--- src/rtl/seg7_scan_mux.sv ---
// ---------------------------------------------------------------------------
// seg7_scan_mux
//   Multiplexed seven-segment display driver. A packed BCD word plus one
//   decimal point per digit is accepted over a valid/ready handshake into a
//   pending buffer. It is copied into the active (displayed) buffer only at a
//   frame boundary, so a frame never mixes old and new digits. Digits are lit
//   one at a time, each preceded by an optional dark gap that suppresses
//   ghosting on the shared segment bus.
//
// Optional feature (compile-time macro LZ_BLANK_EN):
//   When defined, zero digits above the most significant nonzero digit are
//   blanked (seg_out = 0). digit_en still cycles, dp is still shown, and
//   digit 0 is never blanked. When undefined, every digit is decoded as-is.
//
// Parameters
//   NUM_DIGITS    digits scanned, index 0 = least significant
//   DWELL_CYCLES  clk cycles each digit is lit (>= 1)
//   BLANK_CYCLES  dark clk cycles before each digit (0 = no gap)
//
// Ports
//   clk         system clock
//   rst         synchronous reset, active-high
//   load_valid  load_bcd/load_dp are valid
//   load_ready  pending buffer is empty; load accepted when valid & ready
//   load_bcd    digit i = load_bcd[4i+3:4i]
//   load_dp     decimal point per digit
//   seg_out     active-high segments, [0]=a ... [6]=g
//   dp_out      decimal point of the lit digit
//   digit_en    one-hot digit select, all zero while dark
//   frame_done  one-cycle pulse in the last cycle of the last digit's dwell
// ---------------------------------------------------------------------------
module seg7_scan_mux #(
  parameter int NUM_DIGITS   = 4,
  parameter int DWELL_CYCLES = 250,
  parameter int BLANK_CYCLES = 8
) (
  input  logic                    clk,
  input  logic                    rst,
  input  logic                    load_valid,
  output logic                    load_ready,
  input  logic [4*NUM_DIGITS-1:0] load_bcd,
  input  logic [NUM_DIGITS-1:0]   load_dp,
  output logic [6:0]              seg_out,
  output logic                    dp_out,
  output logic [NUM_DIGITS-1:0]   digit_en,
  output logic                    frame_done
);

  localparam int CNT_MAX = (DWELL_CYCLES > BLANK_CYCLES) ? DWELL_CYCLES : BLANK_CYCLES;
  localparam int CNT_W   = $clog2(CNT_MAX + 1);
  localparam int IDX_W   = (NUM_DIGITS > 1) ? $clog2(NUM_DIGITS) : 1;

  localparam logic [CNT_W-1:0] DWELL_LAST = CNT_W'(DWELL_CYCLES - 1);
  // Unused when there is no gap (BLANK is then never entered).
  localparam logic [CNT_W-1:0] BLANK_LAST = CNT_W'((BLANK_CYCLES > 0) ? BLANK_CYCLES - 1 : 0);
  localparam logic [IDX_W-1:0] IDX_LAST   = IDX_W'(NUM_DIGITS - 1);

  typedef enum logic {
    ST_BLANK = 1'b0,
    ST_SHOW  = 1'b1
  } state_t;

  // With no gap the scan starts directly on digit 0.
  localparam state_t ST_RESET = (BLANK_CYCLES == 0) ? ST_SHOW : ST_BLANK;

  state_t                  state_reg, state_next;
  logic [CNT_W-1:0]        cnt_reg, cnt_next;
  logic [IDX_W-1:0]        idx_reg, idx_next;

  logic [4*NUM_DIGITS-1:0] active_bcd_reg;
  logic [NUM_DIGITS-1:0]   active_dp_reg;
  logic [4*NUM_DIGITS-1:0] pending_bcd_reg;
  logic [NUM_DIGITS-1:0]   pending_dp_reg;
  logic                    pending_full_reg;

  logic                    lit;
  logic [6:0]              digit_seg [NUM_DIGITS];

  // Values 10-15 are not BCD and render dark.
  function automatic logic [6:0] seg_decode(input logic [3:0] v);
    logic [6:0] s;
    case (v)
      4'd0:    s = 7'h3F;
      4'd1:    s = 7'h06;
      4'd2:    s = 7'h5B;
      4'd3:    s = 7'h4F;
      4'd4:    s = 7'h66;
      4'd5:    s = 7'h6D;
      4'd6:    s = 7'h7D;
      4'd7:    s = 7'h07;
      4'd8:    s = 7'h7F;
      4'd9:    s = 7'h6F;
      default: s = 7'h00;
    endcase
    return s;
  endfunction

  // -------------------------------------------------------------------------
  // Scan FSM: next state
  // -------------------------------------------------------------------------
  always_comb begin
    state_next = state_reg;
    cnt_next   = cnt_reg + 1'b1;
    idx_next   = idx_reg;
    case (state_reg)
      ST_BLANK: begin
        if (cnt_reg == BLANK_LAST) begin
          cnt_next   = '0;
          state_next = ST_SHOW;
        end
      end
      ST_SHOW: begin
        if (cnt_reg == DWELL_LAST) begin
          cnt_next   = '0;
          idx_next   = (idx_reg == IDX_LAST) ? '0 : idx_reg + 1'b1;
          state_next = (BLANK_CYCLES == 0) ? ST_SHOW : ST_BLANK;
        end
      end
      default: begin
        cnt_next   = '0;
        state_next = ST_RESET;
      end
    endcase
  end

  // -------------------------------------------------------------------------
  // State, buffers and handshake
  // -------------------------------------------------------------------------
  always_ff @(posedge clk) begin
    if (rst) begin
      state_reg        <= ST_RESET;
      cnt_reg          <= '0;
      idx_reg          <= '0;
      active_bcd_reg   <= '0;
      active_dp_reg    <= '0;
      pending_bcd_reg  <= '0;
      pending_dp_reg   <= '0;
      pending_full_reg <= 1'b0;
    end else begin
      state_reg <= state_next;
      cnt_reg   <= cnt_next;
      idx_reg   <= idx_next;
      // Commit needs pending_full and accept needs it clear, so the two
      // are mutually exclusive. A load accepted in the frame_done cycle
      // waits for the following boundary.
      if (frame_done && pending_full_reg) begin
        active_bcd_reg   <= pending_bcd_reg;
        active_dp_reg    <= pending_dp_reg;
        pending_full_reg <= 1'b0;
      end else if (load_valid && !pending_full_reg) begin
        pending_bcd_reg  <= load_bcd;
        pending_dp_reg   <= load_dp;
        pending_full_reg <= 1'b1;
      end
    end
  end

  // -------------------------------------------------------------------------
  // Per-digit segment patterns from the active buffer
  // -------------------------------------------------------------------------
  for (genvar gi = 0; gi < NUM_DIGITS; gi++) begin : g_digit
    logic [3:0] digit_val;
    assign digit_val = active_bcd_reg[4*gi +: 4];
`ifdef LZ_BLANK_EN
    if (gi == 0) begin : g_lsd
      assign digit_seg[gi] = seg_decode(digit_val);
    end else begin : g_upper
      // Blank when this digit and everything above it are zero.
      logic upper_zero;
      assign upper_zero    = (active_bcd_reg[4*NUM_DIGITS-1:4*gi] == '0);
      assign digit_seg[gi] = upper_zero ? 7'h00 : seg_decode(digit_val);
    end
`else
    assign digit_seg[gi] = seg_decode(digit_val);
`endif
  end

  // -------------------------------------------------------------------------
  // Outputs: decoded from registers only
  // -------------------------------------------------------------------------
  assign lit        = (state_reg == ST_SHOW);
  assign load_ready = !pending_full_reg;
  assign frame_done = lit && (idx_reg == IDX_LAST) && (cnt_reg == DWELL_LAST);

  always_comb begin
    digit_en = '0;
    seg_out  = 7'h00;
    dp_out   = 1'b0;
    if (lit) begin
      digit_en[idx_reg] = 1'b1;
      seg_out           = digit_seg[idx_reg];
      dp_out            = active_dp_reg[idx_reg];
    end
  end

endmodule

--- config.mk ---
export PLATFORM = sky130hd
export DESIGN_NAME = seg7_scan_mux
export DESIGN_NICKNAME = d
export VERILOG_FILES = /design/src/rtl/seg7_scan_mux.sv
export SDC_FILE = /design/constraint.sdc
export NUM_CORES = 1
export LEC_CHECK = 0
export CAP_MARGIN = 30
export CORE_UTILIZATION = 39
export DETAILED_ROUTE_END_ITERATION = 10
export GPL_TIMING_DRIVEN = 0
export PLACE_DENSITY = 0.62
export RECOVER_POWER = 25
export SLEW_MARGIN = 20
export SYNTH_ARGS = -nofsm -noshare
export SYNTH_HDL_FRONTEND = slang
export SYNTH_SLANG_ARGS = --single-unit
--- constraint.sdc ---
create_clock -name clk -period 5.2 [get_ports clk]
set_input_delay 0.78 -clock clk [delete_from_list [all_inputs] [get_ports clk]]
set_output_delay 0.78 -clock clk [all_outputs]
set_load 0.01 [all_outputs]
### After elaboration in Yosys (flattened, before gate mapping)

Memory sizes are Yosys's and may differ from the RTL's. A register that Yosys moved wholly into a read port is not among the register bits.
Index checks and enable logic that the tools add are counted.

| word-level totals | value |
|---|---|
| output and inout port bits | 14 |
| memories kept | 4 |
| register bits | 52 |
| input port bits | 23 |
| logic and storage cells | 57 |
| ROM bits | 448 |

| cells by class | value |
|---|---|
| add/sub/neg operators | 2 |
| equal/unequal tests | 3 |
| reduce and logical (&&, ||, !) cells | 9 |
| mux-type cells | 25 |
| bitwise gates (word level) | 3 |
| $lt $le $gt $ge | 3 |

Memories:

| name | words | bits a word | rd ports | clocked after memory_dff | write ports | line | text |
|---|---|---|---|---|---|---|---|
| (name not given) | 16 | 7 | 1 | 1 | 0 | 82 | `case (v)` |
| (name not given) | 16 | 7 | 1 | 1 | 0 | 82 |  |
| (name not given) | 16 | 7 | 1 | 1 | 0 | 82 |  |
| (name not given) | 16 | 7 | 1 | 1 | 0 | 82 |  |

Operator list:

| operator | number |
|---|---|
| $mux 4 | 9 |
| $mux 7 | 3 |
| $mux 8 | 2 |
| $pmux 8 s2 | 1 |
| $bmux 7 s2 | 1 |
| $add 8x1->8 const B | 1 |
| $eq 8x3->1 const B | 1 |
| $eq 8x8->1 const B | 1 |
| $logic_and 1x1->1 | 5 |
| $mux 1 | 5 |
| $reduce_and 2->1 | 2 |
| $ge 3x3->1 const B | 1 |
| $lt 2x3->1 const B | 1 |
| $not 2->3 | 1 |
| $add 2x1->2 const B | 1 |
| $bmux 1 s2 | 1 |
| $demux 1 s2 | 1 |
| $eq 2x2->1 const B | 1 |
| $ge 2x1->1 const B | 1 |
| $mux 2 | 1 |
| $not 1->1 | 2 |
| $pmux 1 s2 | 1 |
| $reduce_or 2->1 | 1 |
| $logic_not 1->1 | 1 |

### Longest topological paths before layout

Gate-level depths: netlist of run 1.

| logic depth | value |
|---|---|
| word-level depth | 6 |
| mapped depth | 12 |
| depth with buffers taken out | 10 |

### Worst setup path before layout of run 1

Ideal clock, no wire load.

| timing | value |
|---|---|
| path kind | register to register |
| start point | reg idx_reg[0] |
| end point | reg, netlist name digit_seg[4] |
| library setup time | 0.128 ns |
| period minus slack after synthesis | 2.259 ns |
| data arrival time | 2.131 ns |
| buffers on the path | 1 |
| slack | 2.941 ns |
| data required time | 5.072 ns |
| cell stages (with the launch flop) | 11 |
| cells stage by stage | dfxtp_1 ha_1 nand3_1 nor3_4 buf_4 nand2_1 a21oi_1 inv_1 ha_1 a211oi_1 o22ai_1 |

| between the ends | value |
|---|---|
| word-level cells in the longest chain between the ends | 6 |

Ends and longest elaborated chain:

| element | line | text |
|---|---|---|
| start, declared | 68 | `logic [IDX_W-1:0] idx_reg, idx_next;` |
| start signal, assigned | 142 | `idx_reg <= idx_next;` |
| $eq 2x2->1 | 183 | `assign frame_done = lit && (idx_reg == IDX_LAST) && (cnt_reg == DWELL_LAST);` |
| $logic_and 1x1->1 (2 in a row) | 183 |  |
| $logic_and 1x1->1 | 146 | `if (frame_done && pending_full_reg) begin` |
| $mux 4 (no source line) (2 in a row) | n/a |  |

Every way passes these cells.
A chain may end at the register's enable or synchronous reset.

### Worst setup path after layout of run 1

| timing | value |
|---|---|
| start point | reg idx_reg[0] |
| end point | reg, netlist name digit_seg[22] |

| between the ends | value |
|---|---|
| word-level cells in the longest chain between the ends | 6 |

Ends and longest elaborated chain:

| element | line |
|---|---|
| $eq 2x2->1 | 183 |
| $logic_and 1x1->1 (2 in a row) | 183 |
| $logic_and 1x1->1 | 146 |
| $mux 4 (no source line) (2 in a row) | n/a |

Every way passes these cells.

==> key figures, run 1 <==
Outcome
  • Outcome: completed

Cells and area
  • Max reg flops: 28
  • Final Net Count: 566
  • Fillers: roughly 970
  • P&R area growth vs syn: 16.6%
  • Diode count: 0
  • Layout cells sized above 1: 0.0811

Worst setup path
  • Crit path DAT: between 3 and 4 ns
  • Crit path from: idx_reg[0]
  • Startpoint types: flop
  • FF-to-FF Start: idx_reg[0]
  • WS Path Type: flop to flop
  • CP required: 5.42 ns
  • Worst setup EP type: flop
  • Critical-path maximum fanout: 10

STA
  • Count of final setup violators: 0
  • RSZ-0062 raised after global routing: no
  • Worst Hold Slack: 0.457 ns
  • Final Cycle Share: 0.646
  • Setup Skew: between 0.007 and 0.008 ns
  • Final hold vios: 0
  • Slew HR: 0.341
  • Actual slew at the worst max-slew pin: 0.981 ns
  • Fin crit period: approximately 3.4 ns
  • Max-slew violations: 0
  • Setup_tns: 0 ns
  • Fmax: 0.298 GHz

Routing
  • DRC: 0
  • Via Count: 3522
  • Via density: approximately 5.4
  • Routed Antenna Nets: 0
  • Total iterations of the first detailed-routing run: 5
  • Iter 0 DRT Violations: approximately 290
  • Final WL: 10400 um
  • DR WL/cell: 15.9 um

Power
  • Sequential power share: 0.557
  • Internal Pwr Total: roughly 0.87 mW
  • Comb pwr share: 0.057
  • Clock power frac: 0.386
  • Switch share: 0.236
  • Max IR drop VDD: 0.000123 V
  • PD cells: 241 mW/mm^2
  • Final Power: 1.14 mW
  • Net load switching power: between 0.2 and 0.3 mW
  • Lkg Pwr: 1.65 nW

Synth
  • Post-Syn Nets: 520
  • Mux contribution to synthesized area: 0.0467
  • Synth unique cells: 39
  • Post-synth EDFFs: 0
  • Post-Syn Instances: roughly 470
  • Top-count cell post-synth: dfxtp_1
  • Post-Synth Adder-Cell Area: 0.0921
  • Mean Syn Cell Area: 8.73 um^2
  • Area share of the largest cell type after synthesis: 0.393
  • Synth Cell Area: a little over 0.004 mm^2
  • Post-Synth Simple-Gate Area: 0.234
  • FFs w/ async S/R, synth: 0
  • Largest family of logic cells by synthesized area: simple AND/OR/NAND/NOR gates
  • Post-synthesis sequential area ratio: 0.393
  • Top post-synthesis cells by area: dfxtp_1 (39%), ha_1 (9.2%), nand2_1 (7.0%)
  • Primary FF master, synth: dfxtp_1
  • Synth Area in Compound Gates: 0.167
  • Synth Register Bits: 80
  • Post-Synth XOR/XNOR Area: 0.0129
  • Synth warnings: 0
  • Top post-synthesis cells by count: dfxtp_1 (80), nand2_1 (76), a21oi_1 (50)
  • Cell accounting for the most synthesized area: dfxtp_1

Worst hold path
  • Min-delay worst type: flop to flop
  • Hold Path Origin: pending_dp_reg[3]

Placement
  • Dpl hpwl: 7730 um
  • GP Congestion: 0.935
  • PortBufs: 35

Global routing
  • First-pass GRT wire length: 17300 um
  • Antenna violations before repair: 0
  • Largest net degree at the start of global routing: 14
  • GRT overflow: 0
  • GRT Util Overall: 0.202
  • Vias in the first global route: 3463

Clocking
  • Setup Buffers After CTS: 0
  • Clock Pin Slew Worst Setup and Hold Paths: 0.08 ns
  • CTS Buffer Depth: 2
  • Number of CTS-inserted buffers: 9
  • TritonCTS clock tree: yes
  • Post_cts resized: 0
  • Hold-fix buffers, CTS: 0
  • H-tree Lvls: 3
  • Clock Latency Late Sink: 0.35 ns
  • CTS root buf: clkbuf_8
  • CTS sink cnt: 80

Floorplanning
  • Die Width: 104 um
  • Die Height: 104 um
  • Die area: 0.0109 mm^2
  • Starting Density: 0.410
  • Ports: 37
  • Core Box Area: 0.00995 mm^2
  • FP Rows: 36

Job
  • Max_cap viols: 0
-- cells by family (layout without fill, tap and decap cells) --
logic type               after synthesis  in the layout
AO/OA/AOI/OAI                        106            106
XOR/XNOR                               6              6
adder cells (fa/ha/maj)               30             30
buffers and inverters                 50            101
flip-flops                            80             80
multiplexers                           9              9
AND/OR/NAND/NOR                      186            186
-- power by group through the flow --
stage          registers, mW  clock network (mW)  logic (mW)
2_1_floorplan          0.647                   0      0.0357
3_3_place_gp           0.651                   0      0.0642
3_5_place_dp           0.652                   0      0.0654
4_1_cts                0.637               0.453      0.0659
5_1_grt                0.640               0.481      0.0726
6_report               0.638               0.442      0.0650
-- final cells by class --
type	instances	area [um^2]	area share
buffer	25	108	0.0226
clock buffer	11	131	0.0276
clock inverter	5	57.6	0.0121
inverter	25	93.8	0.0197
multi-input combinational	337	2240	0.472
sequential	80	1600	0.337
tap	133	166	0.0350
timing repair buffer	35	350	0.0737
-- cell usage in the layout, fill, tap and decap left out, types with 2 or more instances in the layout --
cell type	instances
dfxtp_1	80
nand2_1	76
a21oi_1	50
clkdlybuf4s50_1	35
ha_1	30
inv_1	25
nor2_1	22
clkbuf_1	19
nand3_1	17
nor3_1	17
o221ai_1	16
nor2b_1	13
and2_1	12
clkbuf_8	9
a21oi_2	8
mux4_2	8
a21o_1	8
a211oi_1	8
o22ai_1	8
buf_2	5
nand3b_1	5
nor3b_1	4
nor4b_1	4
o31ai_1	4
nand4_1	4
o21ai_1	4
xnor2_1	4
nor3_2	3
clkinvlp_4	3
nand4_4	2
buf_4	2
and3_1	2
xor2_1	2
-- path summary, 6_finish.rpt --
| path | end | slack (ns) | cells after the start |
|---|---|---|---|
| setup / recovery | digit_seg[22] | 1.84 | 10 |
| hold / removal | pending_dp_reg[3] | 0.46 | 2 |
| setup reg to reg | digit_seg[22] | 1.84 | 10 |
| hold reg to reg | pending_dp_reg[3] | 0.46 | 2 |
-- metrics by stage --
step / util / worst slack, ns / cell area, um^2 / std cells
2_1_floorplan: - / 2.94 / 4080 / 467
3_3_place_gp: 0.461 / 2.36 / 4590 / 635
3_5_place_dp: 0.461 / 2.34 / 4590 / 635
4_1_cts: 0.480 / 2.00 / 4780 / 651
5_1_grt: 0.477 / 1.56 / 4750 / 651
6_report: 0.477 / 1.84 / 4750 / 651
-- metal layers --
| layer | global-route usage | up-vias | routed length [um] |
|---|---|---|---|
| met3 | 0.0294 | 16 | 499 |
| met4 | 0.0765 | 0 | 143 |
| met2 | 0.332 | 103 | 4920 |
| met5 | 0 | - | 0 |
| met1 | 0.268 | 1677 | 4820 |
| li1 | - | 1726 | - |
-- critical path, stage by stage (launching register included) --
cell	delay [ns]
dfxtp_1	0.46
ha_1	0.26
nand3_1	0.19
nor3_1	0.80
clkbuf_1	0.42
nand2_1	0.15
a21oi_2	0.28
inv_1	0.13
ha_1	0.32
nor2b_1	0.13
o22ai_1	0.09
Note: power is estimated with default switching activity, not from simulation.
==> run 2, diff against run 1 <==
Settings changed: PLACE_DENSITY 0.62 to 0.64.
Clock period 5.2 ns to 2.9 ns, I/O delays scaled along.
==> run 2 against run 1 <==
Effect of this change: register-to-register slack got worse by 1.6 ns; setup slack got worse by 1.7 ns; flip-flop and latch count unchanged; final cell count increased by 0.15%; critical path depth decreased by 6; global-route usage decreased by 0.078 points; total power increased by 88%; first-iteration DRC count decreased by 21%; core utilization increased by 0.72 points; non-clock buffer count increased by 1; wire length decreased by 0.11%.
==> key figures, run 2 (synthesis results as in run 1) <==
Outcome
  • Outcome: completed

STA
  • RSZ-0062 raised after global routing: no
  • Max-slew violations: 0 (unchanged)
  • Final Cycle Share: 0.949
  • Final hold vios: 0 (unchanged)
  • Slew HR: 0.563 (+0.222)
  • Fmax: 0.363 GHz
  • Count of final setup violators: 0 (unchanged)
  • Actual slew at the worst max-slew pin: 0.655 ns (-0.326 ns)
  • Setup_tns: 0 ns (unchanged)
  • Setup Skew: 0.0105 ns (+0.00331 ns)
  • Fin crit period: 2.75 ns

Clocking
  • CTS Buffer Depth: 2 (unchanged)
  • Hold-fix buffers, CTS: 0 (unchanged)
  • TritonCTS clock tree: yes
  • Clock Pin Slew Worst Setup and Hold Paths: 0.08 ns (about the same)
  • H-tree Lvls: 3 (unchanged)
  • CTS sink cnt: 80 (unchanged)
  • Number of CTS-inserted buffers: 9 (unchanged)
  • CTS root buf: clkbuf_8
  • Clock Latency Late Sink: 0.35 ns (about the same)

Floorplanning
  • Die Height: 104 um (unchanged)
  • Ports: 37 (unchanged)
  • Die area: 0.0109 mm^2 (unchanged)
  • Die Width: 104 um (unchanged)
  • FP Rows: 36 (unchanged)
  • Core Box Area: 0.00995 mm^2 (unchanged)
  • Starting Density: 0.410 (unchanged)

Global routing
  • Vias in the first global route: 3409 (-1.6%)
  • Largest net degree at the start of global routing: 14 (unchanged)
  • GRT overflow: 0 (unchanged)
  • GRT Util Overall: 0.201 (-0.000778)
  • Antenna violations before repair: 0 (unchanged)
  • First-pass GRT wire length: 17100 um (-1.0%)

Power
  • Net load switching power: 0.490 mW (+81%)
  • Clock power frac: 0.414 (+0.028)
  • Lkg Pwr: 1.70 nW (+3.3%)
  • Comb pwr share: 0.054 (-0.003)
  • Sequential power share: 0.532 (-0.025)
  • PD cells: 445 mW/mm^2 (+85%)
  • Switch share: 0.228 (-0.00807)
  • Max IR drop VDD: 0.000226 V (+84%)
  • Internal Pwr Total: 1.66 mW (+90%)

Worst setup path
  • Worst path slowest cell: mux4_2
  • R2R Path End: digit_seg[15]
  • WS Path Type: flop to output pin
  • Worst path bufs/invs: 2 (unchanged)
  • Reg2reg path depth: 11 (+1)
  • CP required: 2.47 ns (-2.95 ns)
  • Critical-path maximum fanout: 10 (unchanged)
  • Critical-path cell list: buf_2, mux4_2, and2_1, clkdlybuf4s50_1
  • FF-to-FF Start: idx_reg[0]
  • Crit-path max cell delay: 0.55 ns (-0.25 ns)
  • Crit path DAT: 2.32 ns (-1.26 ns)
  • Startpoint types: flop
  • Worst setup EP type: output pin
  • Top delay family on crit path: buffers and inverters
  • R2r setup slk: 0.24 ns (-1.60 ns)

Cells and area
  • Most frequent cells in the layout: dfxtp_1 (79), nand2_1 (76), a21oi_1 (47)
  • Fillers: 969 (-0.51%)
  • Max reg flops: 28 (unchanged)
  • Area occupied by multi-input gates: 0.00227 mm^2 (+1.0%)
  • Final Net Count: 567 (+0.18%)
  • Commonest non-fill, non-tap cell in the layout: dfxtp_1
  • Layout Utilization: 0.485 (+0.00716)
  • Layout cells sized above 1: 0.0983 (+0.0172)
  • Diode count: 0 (unchanged)
  • P&R area growth vs syn: 18.3%
  • Sequential cell area: 0.00160 mm^2 (about the same)

Routing
  • Via density: 5.43 (+0.39%)
  • Total iterations of the first detailed-routing run: 5 (unchanged)
  • Routed Antenna Nets: 0 (unchanged)
  • DRC: 0 (unchanged)
  • Final WL: 10400 um (-0.11%)
  • DR WL/cell: 15.9 um (-0.26%)
  • Iter 0 DRT Violations: 226 (-21%)
  • Via Count: 3541 (+0.54%)

Job
  • Max_cap viols: 0 (unchanged)

Worst hold path
  • Hold endpoint: active_dp_reg[3]
  • Hold Path Origin: active_dp_reg[3]
  • Min-delay worst type: flop to flop
  • Hold Path Depth: 2 (unchanged)

Placement
  • PortBufs: 35 (unchanged)
  • Dpl hpwl: 7630 um (-1.3%)
  • GP Congestion: 0.904 (-3.3%)
==> run 2: changes by cell type in the layout (fill, tap and decap cells not counted) <==
cell        delta
a21oi_1        -3
a21oi_2        +3
clkbuf_1       -3
buf_6          +2
clkinvlp_4     -2
buf_4          +1
bufinv_16      +1
clkbuf_2       +1
clkinv_4       +1
dfxtp_1        -1
dfxtp_2        +1
nor3_1         -1
nor3_4         +1
==> run 2: timing repair <==
action                                  4_1_cts  5_1_grt
buffers inserted                              1        0
gates resized for setup                       0        6
endpoints found under the setup margin        2       19
pin swaps                                     1        0
==> run 2: cell type report <==
class / count / share of cell area
Multi-Input combinational cell: 337 / 0.470
Sequential cell: 80 / 0.332
Timing Repair Buffer: 36 / 0.0742
Tap cell: 133 / 0.0345
Clock buffer: 11 / 0.0272
Buffer: 25 / 0.0257
Inverter: 25 / 0.0195
Clock inverter: 5 / 0.0169
==> run 2: worst max path at each step <==
stage                               end  slack (ns)  startpoint  depth (start not counted)
after floorplan            digit_seg[4]        0.64  idx_reg[0]                         10
after global placement    digit_seg[18]        0.06  idx_reg[0]                         10
after detailed placement  digit_seg[18]        0.03  idx_reg[0]                         10
after CTS                        dp_out        0.02  idx_reg[0]                          4
after global routing       digit_seg[4]       0.009  idx_reg[0]                         11
final                            dp_out        0.15  idx_reg[0]                          4
==> run 2: per-layer routing <==
layer / part of all wire / GRT usage / vias to the layer above
met5: 0 / 0 / -
met4: 0.017 / 0.0704 / 0
met3: 0.044 / 0.0257 / 15
met2: 0.47 / 0.332 / 114
met1: 0.47 / 0.271 / 1689
li1: - / - / 1723
==> run 2: worst reg2reg max path: cells and delay by family, from the launching register on <==
kind,cells,cell delay [ns]
compound gates,2,0.38
fa+ha+maj,2,0.54
buf+inv,3,0.48
flops,1,0.41
simple gates,4,0.72
==> run 2: per-stage QoR <==
stage	hold WS (ns)	worst slack, ns	cell area, um^2	power (mW)	instances
3_5_place_dp	0.445	0.0256	4590	1.28	635
2_1_floorplan	0.429	0.641	4080	1.22	467
6_report	0.451	0.147	4820	2.15	652
4_1_cts	0.454	0.0223	4810	2.16	652
5_1_grt	0.472	0.00876	4820	2.22	652
3_3_place_gp	0.437	0.0575	4590	1.28	635
==> run 2: power groups by stage <==
stage	sequential (mW)	combinational, mW	clock (mW)
after floorplan	1.16	0.0641	0
after global placement	1.17	0.115	0
after detailed placement	1.17	0.117	0
after CTS	1.14	0.117	0.902
after global routing	1.15	0.131	0.940
final	1.14	0.116	0.888
